[src/rtl/gamepad_pkg.sv]
// Shared bit/slot indices for the gamepad-to-arcade button mapper.
// Input indices follow the usb_gamepad_module byte; slots follow the I_BUTTON layout.
package gamepad_pkg;

    localparam int unsigned PAD_A      = 0;
    localparam int unsigned PAD_B      = 1;
    localparam int unsigned PAD_SELECT = 2;
    localparam int unsigned PAD_START  = 3;
    localparam int unsigned PAD_UP     = 4;
    localparam int unsigned PAD_DOWN   = 5;
    localparam int unsigned PAD_LEFT   = 6;
    localparam int unsigned PAD_RIGHT  = 7;

    localparam int unsigned SLOT_UP    = 0;
    localparam int unsigned SLOT_DOWN  = 1;
    localparam int unsigned SLOT_LEFT  = 2;
    localparam int unsigned SLOT_RIGHT = 3;
    localparam int unsigned SLOT_FIRE  = 4;
    localparam int unsigned SLOT_SPARE = 5;
    localparam int unsigned SLOT_COIN  = 6;
    localparam int unsigned SLOT_START = 7;

    // START high-active; COIN, FIRE and directions low-active.
    localparam logic [7:0] DEFAULT_ACTIVE_LOW_MASK = 8'b0101_1111;

endpackage

[src/rtl/gamepad_channel.sv]
// One pad: report capture, per-bit debounce, disconnect watchdog, autofire and coin pulse.
// Produces registered logical (active-high) buttons in slot order.
module gamepad_channel
    import gamepad_pkg::*;
#(
    parameter int unsigned DEB_SAMPLES   = 2,
    parameter int unsigned TIMEOUT       = 2400000,
    parameter int unsigned AUTOFIRE_HALF = 1200000,
    parameter int unsigned COIN_PULSE    = 240000
) (
    input  logic       Clk,
    input  logic       I_nRESET,
    input  logic [7:0] pad_data,
    input  logic       pad_ena,
    input  logic       autofire_en,
    output logic [7:0] buttons,
    output logic       pad_alive
);

    localparam int unsigned DEB_W  = $clog2(DEB_SAMPLES + 1);
    localparam int unsigned WD_W   = $clog2(TIMEOUT + 1);
    localparam int unsigned AF_W   = $clog2(AUTOFIRE_HALF + 1);
    localparam int unsigned COIN_W = $clog2(COIN_PULSE + 1);

    localparam logic [DEB_W-1:0]  DEB_MAX  = DEB_W'(DEB_SAMPLES);
    localparam logic [WD_W-1:0]   WD_MAX   = WD_W'(TIMEOUT);
    localparam logic [AF_W-1:0]   AF_LAST  = AF_W'(AUTOFIRE_HALF - 1);
    localparam logic [COIN_W-1:0] COIN_MAX = COIN_W'(COIN_PULSE);

    logic [7:0]            cap_q, cap_d;
    logic [7:0][DEB_W-1:0] deb_cnt_q, deb_cnt_d;
    logic [7:0]            acc_q, acc_d;
    logic [WD_W-1:0]       wd_q, wd_d;
    logic                  alive_q, alive_d;
    logic                  phase_q, phase_d;
    logic [AF_W-1:0]       af_cnt_q, af_cnt_d;
    logic [COIN_W-1:0]     coin_cnt_q, coin_cnt_d;
    logic [7:0]            buttons_q, buttons_d;
    logic                  expire;

    always_ff @(posedge Clk) begin
        if (!I_nRESET) begin
            cap_q      <= '0;
            deb_cnt_q  <= '0;
            acc_q      <= '0;
            wd_q       <= '0;
            alive_q    <= 1'b0;
            phase_q    <= 1'b0;
            af_cnt_q   <= '0;
            coin_cnt_q <= '0;
            buttons_q  <= '0;
        end else begin
            cap_q      <= cap_d;
            deb_cnt_q  <= deb_cnt_d;
            acc_q      <= acc_d;
            wd_q       <= wd_d;
            alive_q    <= alive_d;
            phase_q    <= phase_d;
            af_cnt_q   <= af_cnt_d;
            coin_cnt_q <= coin_cnt_d;
            buttons_q  <= buttons_d;
        end
    end

    always_comb begin
        cap_d      = cap_q;
        deb_cnt_d  = deb_cnt_q;
        acc_d      = acc_q;
        wd_d       = wd_q;
        phase_d    = phase_q;
        af_cnt_d   = af_cnt_q;
        coin_cnt_d = coin_cnt_q;

        if (pad_ena) begin
            wd_d = '0;
        end else if (wd_q != WD_MAX) begin
            wd_d = wd_q + 1'b1;
        end
        // A strobe in the expiry cycle clears the counter, so it always wins.
        expire  = !pad_ena && (wd_d == WD_MAX);
        alive_d = pad_ena ? 1'b1 : (expire ? 1'b0 : alive_q);

        if (pad_ena) begin
            cap_d = pad_data;
            for (int b = 0; b < 8; b++) begin
                if (pad_data[b] == cap_q[b]) begin
                    if (deb_cnt_q[b] != DEB_MAX) deb_cnt_d[b] = deb_cnt_q[b] + 1'b1;
                end else begin
                    deb_cnt_d[b] = DEB_W'(1);
                end
                if (deb_cnt_d[b] == DEB_MAX) acc_d[b] = pad_data[b];
            end
        end

        if (expire) begin
            cap_d     = '0;
            deb_cnt_d = '0;
            acc_d     = '0;
        end

        // B press starts in the firing phase so the first accepted cycle fires.
        if (acc_d[PAD_B] && !acc_q[PAD_B]) begin
            phase_d  = 1'b1;
            af_cnt_d = '0;
        end else if (acc_d[PAD_B]) begin
            if (af_cnt_q == AF_LAST) begin
                phase_d  = !phase_q;
                af_cnt_d = '0;
            end else begin
                af_cnt_d = af_cnt_q + 1'b1;
            end
        end else begin
            phase_d  = 1'b0;
            af_cnt_d = '0;
        end

        if (expire) begin
            coin_cnt_d = '0;
        end else if (coin_cnt_q != '0) begin
            coin_cnt_d = coin_cnt_q - 1'b1;
        end else if (acc_d[PAD_SELECT] && !acc_q[PAD_SELECT]) begin
            coin_cnt_d = COIN_MAX;
        end
    end

    always_comb begin
        buttons_d             = '0;
        buttons_d[SLOT_UP]    = acc_q[PAD_UP];
        buttons_d[SLOT_DOWN]  = acc_q[PAD_DOWN];
        buttons_d[SLOT_LEFT]  = acc_q[PAD_LEFT];
        buttons_d[SLOT_RIGHT] = acc_q[PAD_RIGHT];
        buttons_d[SLOT_FIRE]  = acc_q[PAD_A] | (autofire_en & acc_q[PAD_B] & phase_q);
        buttons_d[SLOT_SPARE] = 1'b0;
        buttons_d[SLOT_COIN]  = (coin_cnt_q != '0);
        buttons_d[SLOT_START] = acc_q[PAD_START];
    end

    assign buttons   = buttons_q;
    assign pad_alive = alive_q;

endmodule

[src/rtl/gamepad_button_mapper.sv]
// Maps N_PADS USB gamepad reports onto per-player I_BUTTON vectors,
// applying the per-slot output polarity mask.
module gamepad_button_mapper
    import gamepad_pkg::*;
#(
    parameter int unsigned N_PADS          = 2,
    parameter int unsigned DEB_SAMPLES     = 2,
    parameter int unsigned TIMEOUT         = 2400000,
    parameter int unsigned AUTOFIRE_HALF   = 1200000,
    parameter int unsigned COIN_PULSE      = 240000,
    parameter logic [7:0]  ACTIVE_LOW_MASK = DEFAULT_ACTIVE_LOW_MASK
) (
    input  logic                Clk,
    input  logic                I_nRESET,
    input  logic [8*N_PADS-1:0] pad_data,
    input  logic [N_PADS-1:0]   pad_ena,
    input  logic [N_PADS-1:0]   autofire_en,
    output logic [8*N_PADS-1:0] btn_out,
    output logic [N_PADS-1:0]   pad_alive
);

    for (genvar i = 0; i < N_PADS; i++) begin : g_pad
        logic [7:0] buttons;

        gamepad_channel #(
            .DEB_SAMPLES  (DEB_SAMPLES),
            .TIMEOUT      (TIMEOUT),
            .AUTOFIRE_HALF(AUTOFIRE_HALF),
            .COIN_PULSE   (COIN_PULSE)
        ) u_channel (
            .Clk        (Clk),
            .I_nRESET   (I_nRESET),
            .pad_data   (pad_data[8*i +: 8]),
            .pad_ena    (pad_ena[i]),
            .autofire_en(autofire_en[i]),
            .buttons    (buttons),
            .pad_alive  (pad_alive[i])
        );

        assign btn_out[8*i +: 8] = buttons ^ ACTIVE_LOW_MASK;
    end

endmodule

[config.mk]
export PLATFORM = sky130hd
export DESIGN_NAME = gamepad_button_mapper
export DESIGN_NICKNAME = d
export VERILOG_FILES = /design/src/rtl/gamepad_pkg.sv /design/src/rtl/gamepad_channel.sv /design/src/rtl/gamepad_button_mapper.sv
export SDC_FILE = /design/constraint.sdc
export NUM_CORES = 1
export LEC_CHECK = 0
export ABC_AREA = 1
export CORE_MARGIN = 1.5
export CORE_UTILIZATION = 65
export DETAILED_ROUTE_END_ITERATION = 16
export PLACE_DENSITY = 0.84
export SLEW_MARGIN = 20
export SYNTH_ARGS = -nofsm -noshare
export SYNTH_HDL_FRONTEND = slang
export SYNTH_SLANG_ARGS = --single-unit
[constraint.sdc]
create_clock -name Clk -period 3.2 [get_ports Clk]
set_input_delay 0.96 -clock Clk [delete_from_list [all_inputs] [get_ports Clk]]
set_output_delay 0.96 -clock Clk [all_outputs]
set_load 0.1 [all_outputs]
==> impl_metrics.py, run 1 <==
metrics = {
    "critical_path": {
        "cpMostUsedCell": "nor2_1",
        "cp-start-kind": "input pin",
        "arrival_ns": 3.03,
        "cp_slowest_cell": "clkdlybuf4s50_1",
        "critPathRequiredTime_ns": 3.57,
        "slowest_delay_ns": 0.58,
        "r2r_slack_ns": 0.63,
        "cp-startpoint": "pad_ena[1]",
        "worstSetupPathType": "in -> reg",
        "cp_max_fo": 19,
        "r2r-start": "g_pad[1].u_channel.wd_q[0]",
        "end_kind": "register",
        "path_cells": "clkdlybuf4s50_1 > buf_4 > nor2_1 > o21ai_0 > nand2_1 > nor2_1 > nand4_1 > nor2_1 > nand2_2 > nand2_4 > buf_12 > nor3_1",
    },
    "cts": {
        "cts_tree": "yes",
        "ctsHoldBuffers": 0,
        "post_cts_resized": 0,
        "insertion_delay_ns": 0.52,
        "cts-buffers-inserted": 22,
        "cts.htree.levels": 1,
        "cts_setup_buffers": 0,
        "clk_transition_reported_paths_ns": 0.06,
        "clock_path_buffers": 3,
        "cts-root-buf": "clkbuf_16",
        "cts.sinks": 204,
    },
    "placement": {
        "pre_cts_slack_ns": 0.0226,
        "dpl_cell_area_sq_um": 10800,
        "dp.cells": 1686,
        "hpwl_microns": 14400,
        "gp_congestion": 0.893,
        "port_buffers": 37,
    },
    "sta": {
        "hold_violations": 0,
        "fin_crit_sh_pct": 83.0,
        "finalCriticalPeriod_ns": 2.66,
        "skew_ns": 0.0298,
        "slew_headroom_pct": 34.2,
        "setup_tns_ns": 0,
        "setup_viol": 0,
        "max_freq_ghz": 0.377,
        "worst_slack_ns": 0.544,
        "timing.hold.ws_ns": 0.426,
        "rsz0062_at_grt": "no",
        "drv_slew": 0,
        "tightest_slew_ns": 0.980,
    },
    "finish": {
        "n_fill_cell": 1186,
        "drive_gt1_share_pct": 6.94,
        "design_area_sq_um": 11400,
        "fin_util_pct": 75.0,
        "fin_cells": 1724,
        "multi_input_area_sq_um": 5010,
        "layout.nets": 1545,
        "seq_area_sq_um": 4080,
        "antennaDiodeCount": 0,
        "syn_to_final_growth_pct": 12.3,
    },
    "floorplan": {
        "core_area_sq_um": 15300,
        "die_w_microns": 128,
        "dieArea_sq_um": 16400,
        "die_h_microns": 128,
        "rows": 45,
        "ios": 40,
        "initial_core_util_pct": 66.8,
    },
    "detailed_routing": {
        "wire_per_inst_microns": 12.0,
        "routed_wirelength_microns": 20600,
        "drc": 0,
        "first_iter_violations": 537,
        "firstDrtPassIters": 5,
        "via_count": 8967,
        "ant_nets": 0,
        "routed_via_density": 5.20,
    },
    "power_and_ir_drop": {
        "power-per-cell-area_nw_per_um2": 600,
        "peakVddDrop_uv": 634,
        "finalPower_mw": 6.86,
        "power.leakage_nw": 4.49,
    },
    "grt": {
        "first_global_vias": 8265,
        "grt_antenna_before_repair": 0,
        "grtUsageTotal_pct": 25.1,
        "grt_start_max_net_pins": 32,
        "grt_overflow_total": 0,
        "grt_pass1_wl_microns": 35200,
    },
    "logic_synthesis": {
        "synth_warnings": 0,
        "synth_area_sq_um": 10200,
        "synth_top_area_cell": "dfxtp_1",
        "synth_seq_cells": 204,
        "syn_area_per_cell_sq_um": 7.00,
        "yosysTopAreaCellShare_pct": 40.0,
        "synthTopCellsByArea": "dfxtp_1 40%, nor2_1 10%, nand2_1 10%",
        "synth_seq_area_share_pct": 40.0,
        "synth_cell_types": 39,
        "syn_inst": 1456,
    },
    "min_path": {
        "worstHoldStart": "g_pad[1].u_channel.acc_q[7]",
        "hp-class": "reg -> reg",
    },
    "status": {
        "status": "finished clean",
    },
    "job": {
        "max-cap-violations": 0,
    },
}
## state kept, by name, summed over array words and instances (netlist names)
| register | count |
|---|---|
| g_pad.u_channel.cap_q | 16 |
| g_pad.u_channel.coin_cnt_q | 36 |
| g_pad.u_channel.buttons | 14 |
| g_pad.u_channel.wd_q | 44 |
| g_pad.u_channel.phase_q | 2 |
| g_pad.u_channel.pad_alive | 2 |
| g_pad.u_channel.deb_cnt_q | 32 |
| g_pad.u_channel.af_cnt_q | 42 |
| g_pad.u_channel.acc_q | 16 |
## Yosys cell counts, drive strengths merged
master  count
nor2      288
nor4       15
o21ai      37
nand3      90
a21oi      57
xor2       41
conb        1
o22ai      16
inv       214
nand2     282
nand3b      1
clkbuf     17
nor3       59
o31ai       1
nand4      31
xnor2      38
dfxtp     204
or2         8
o21bai      6
nor3b       1
buf        25
ha         24
## layout make-up
type                            instances  area share (%)
Inverter                              214            7.02
Sequential cell                       204            35.7
Clock inverter                          5           0.689
Multi-Input combinational cell        997            43.8
Clock buffer                           33            5.34
Timing Repair Buffer                   60            5.16
Tap cell                              211            2.31
## placed cells by master (no fill, tap or decap), types with 21 or more instances in the layout
cell type | netlist | layout
clkbuf_16 | 0 | 22
a21oi_1 | 57 | 57
nor3_1 | 51 | 51
buf_4 | 7 | 32
nor2_1 | 279 | 279
o21ai_0 | 35 | 35
xor2_1 | 41 | 41
nand2_1 | 273 | 273
dfxtp_1 | 204 | 204
xnor2_1 | 38 | 38
nand3_1 | 88 | 88
clkdlybuf4s50_1 | 0 | 21
inv_1 | 213 | 212
ha_1 | 24 | 24
nand4_1 | 29 | 29
## where the power goes
| group | leakage (nW) | switching [mW] | total (mW) | internal, mW |
|---|---|---|---|---|
| logic | 2.50 | 0.929 | 1.53 | 0.598 |
| clock network | 0.334 | 1.00 | 2.42 | 1.41 |
| registers | 1.66 | 0.172 | 2.92 | 2.75 |
| total | 4.49 | 2.11 | 6.86 | 4.76 |
## cell families (layout without fill, tap and decap cells)
logic type | after synthesis | after routing | share of synthesized area (%)
XOR/XNOR | 79 | 79 | 6.79
adder cells (fa/ha/maj) | 24 | 24 | 2.94
buffers and inverters | 256 | 312 | 10.8
AO/OA/AOI/OAI | 117 | 117 | 6.11
other | 1 | 2 | 0.0368
AND/OR/NAND/NOR | 775 | 775 | 33.3
flip-flops | 204 | 204 | 40.0
## worst max-delay path, delay by kind of cell
kind            cells  cell delay [ns]
buf+inv             3             1.00
simple gates        8             0.92
compound gates      1             0.13
## final timing paths
kind / endpoint / cells after the start
max: g_pad[1].u_channel.coin_cnt_q[10] / 12
min: g_pad[1].u_channel.buttons[3] / 2
max reg2reg: g_pad[1].u_channel.coin_cnt_q[10] / 15
min reg2reg: g_pad[1].u_channel.buttons[3] / 2
## metal layers
| layer | routed length, microns | global-route usage (%) |
|---|---|---|
| met4 | 427 | 7.07 |
| met3 | 862 | 3.55 |
| met5 | 0 | 0 |
| met1 | 9650 | 32.2 |
| met2 | 9670 | 44.3 |
No activity file was read; power rests on OpenSTA's default activity.
==> run 2: changes to the inputs <==
--- a/config.mk
+++ b/config.mk
@@ -7,9 +7,9 @@
 export LEC_CHECK = 0
 export ABC_AREA = 1
 export CORE_MARGIN = 1.5
-export CORE_UTILIZATION = 65
+export CORE_UTILIZATION = 61
 export DETAILED_ROUTE_END_ITERATION = 16
-export PLACE_DENSITY = 0.84
+export PLACE_DENSITY = 0.8
 export SLEW_MARGIN = 20
 export SYNTH_ARGS = -nofsm -noshare
 export SYNTH_HDL_FRONTEND = slang
==> constraint.sdc (replaced) <==
create_clock -name Clk -period 2.6 [get_ports Clk]
set_input_delay 0.78 -clock Clk [delete_from_list [all_inputs] [get_ports Clk]]
set_output_delay 0.78 -clock Clk [all_outputs]
set_load 0.1 [all_outputs]
==> run 2 against run 1 <==
  * Die area up 6.4%
  * Core utilization down 3.0 points
  * Register-to-register slack worse by 0.39 ns
  * First-iteration DRC count down 12%
  * Cell count up 3.4%
  * Clock power up 30%
  * Worst hold slack worse by 0.0023 ns
  * Clock skew down 0.020 ns
  * Total power up 26%
  * Critical path type unchanged
  * Sequential share of layout area down 1.2 points
  * Largest cell class unchanged
==> impl_metrics.py, run 2 (synthesis results as in run 1) <==
metrics = {
    "grt": {
        "grtUsageTotal_pct": 24.2,
        "grt_overflow_total": 0,
        "grt_start_max_net_pins": 27,
        "first_global_vias": 8420,
        "grt_antenna_before_repair": 0,
        "grt_pass1_wl_microns": 36600,
    },
    "min_path": {
        "worstHoldStart": "g_pad[1].u_channel.acc_q[5]",
        "min_path_cells": 2,
        "hp-class": "reg -> reg",
        "whs_endpoint": "g_pad[1].u_channel.buttons[1]",
    },
    "floorplan": {
        "die_h_microns": 132,
        "ios": 40,
        "core_area_sq_um": 16500,
        "rows": 47,
        "dieArea_sq_um": 17500,
        "initial_core_util_pct": 61.9,
        "die_w_microns": 132,
    },
    "critical_path": {
        "worstSetupPathType": "in -> reg",
        "end_kind": "register",
        "reg2reg_depth": 15,
        "r2r-start": "g_pad[0].u_channel.wd_q[1]",
        "cp_max_fo": 21,
        "critPathRequiredTime_ns": 2.99,
        "cp-start-kind": "input pin",
        "arrival_ns": 2.84,
        "r2r_slack_ns": 0.24,
        "r2r-end": "g_pad[0].u_channel.deb_cnt_q[4]",
    },
    "detailed_routing": {
        "via_count": 8957,
        "firstDrtPassIters": 5,
        "routed_wirelength_microns": 20800,
        "wire_per_inst_microns": 11.7,
        "routed_via_density": 5.02,
        "ant_nets": 0,
        "drc": 0,
        "first_iter_violations": 472,
    },
    "sta": {
        "max_freq_ghz": 0.408,
        "fin_crit_sh_pct": 94.2,
        "drv_slew": 0,
        "hold_violations": 0,
        "rsz0062_at_grt": "no",
        "setup_viol": 0,
        "finalCriticalPeriod_ns": 2.45,
        "setup_tns_ns": 0,
        "skew_ns": 0.00963,
    },
    "cts": {
        "cts_setup_buffers": 0,
        "cts-root-buf": "clkbuf_16",
        "cts.sinks": 204,
        "cts.htree.levels": 1,
        "insertion_delay_ns": 0.51,
        "ctsHoldBuffers": 0,
        "cts_tree": "yes",
        "cts-buffers-inserted": 23,
        "clk_transition_reported_paths_ns": 0.06,
        "post_cts_resized": 0,
        "clock_path_buffers": 3,
    },
    "finish": {
        "multi_input_area_sq_um": 5010,
        "syn_to_final_growth_pct": 16.3,
        "design_area_sq_um": 11900,
        "drive_gt1_share_pct": 10.1,
        "fin_cells": 1783,
        "layout.nets": 1592,
        "layout_commonest_cell": "nor2_1",
        "final_cell_mix": "279 x nor2_1, 273 x nand2_1, 213 x inv_1, 204 x dfxtp_1, 88 x nand3_1",
        "reg_top3": "g_pad.u_channel.wd_q x44, g_pad.u_channel.af_cnt_q x42, g_pad.u_channel.coin_cnt_q x36",
        "seq_area_sq_um": 4080,
        "n_fill_cell": 1354,
        "regMostFlops": "g_pad.u_channel.wd_q",
        "antennaDiodeCount": 0,
        "largest_reg_flops": 44,
    },
    "power_and_ir_drop": {
        "finalPower_mw": 8.66,
        "power.leakage_nw": 4.74,
        "power-per-cell-area_nw_per_um2": 731,
        "peakVddDrop_uv": 764,
    },
    "placement": {
        "dpl_cell_area_sq_um": 11100,
        "gp_congestion": 0.897,
        "hpwl_microns": 14900,
        "port_buffers": 37,
        "dp.cells": 1741,
    },
    "job": {
        "max-cap-violations": 0,
    },
    "status": {
        "status": "finished clean",
    },
}
## run 2: cell count changes in the layout (fill, tap and decap cells not counted)
cell,delta
buf_4,+46
clkbuf_1,-3
clkbuf_16,+1
clkbuf_8,+3
clkinv_1,-1
clkinv_16,-1
clkinv_2,+2
inv_1,+1
inv_6,+2
## run 2: final cells by class
class | instances | area share (%)
Clock buffer | 34 | 5.62
Multi-Input combinational cell | 997 | 42.3
Tap cell | 220 | 2.32
Inverter | 214 | 6.77
Sequential cell | 204 | 34.4
Timing Repair Buffer | 106 | 7.89
Clock inverter | 8 | 0.644
## run 2: power by group
part | total [mW] | internal, mW | leakage [nW] | switching [mW]
logic | 1.93 | 0.795 | 2.71 | 1.14
registers | 3.59 | 3.38 | 1.66 | 0.204
clock network | 3.14 | 1.88 | 0.369 | 1.26
total | 8.66 | 6.06 | 4.74 | 2.60
## run 2: worst max path at each step
stage | start | depth (start not counted) | to
2_1_floorplan | pad_data[9] | 10 | g_pad[1].u_channel.af_cnt_q[15]
3_3_place_gp | pad_ena[1] | 10 | g_pad[1].u_channel.af_cnt_q[15]
3_5_place_dp | pad_ena[1] | 10 | g_pad[1].u_channel.af_cnt_q[5]
4_1_cts | pad_ena[1] | 10 | g_pad[1].u_channel.af_cnt_q[18]
5_1_grt | g_pad[0].u_channel.wd_q[1] | 15 | g_pad[0].u_channel.deb_cnt_q[4]
6_report | pad_ena[1] | 10 | g_pad[1].u_channel.af_cnt_q[5]
## run 2: metal layers
layer | wire length [microns] | GRT usage (%) | vias to the layer above
li1 | - | - | 4763
met1 | 9810 | 31.4 | 4034
met2 | 9910 | 42.5 | 130
met3 | 753 | 3.84 | 30
met4 | 320 | 5.68 | 0
met5 | 0 | 0 | -
## run 2: worst max-delay path: stages
cell,delay [ns]
clkdlybuf4s50_1,0.66
nand3_1,0.17
or2_2,0.31
o21ai_0,0.25
inv_1,0.09
o21ai_0,0.16
inv_1,0.08
nand4_2,0.12
buf_12,0.16
nor2_1,0.05
## run 2: through the flow
stage          util [%]  worst slack [ns]  hold WS, ns
5_1_grt            72.0           0.00829        0.463
3_3_place_gp       67.5            -0.294        0.414
6_report           72.0             0.152        0.424
4_1_cts            72.0             0.166        0.426
2_1_floorplan         -             0.357        0.407
3_5_place_dp       67.5            -0.329        0.415
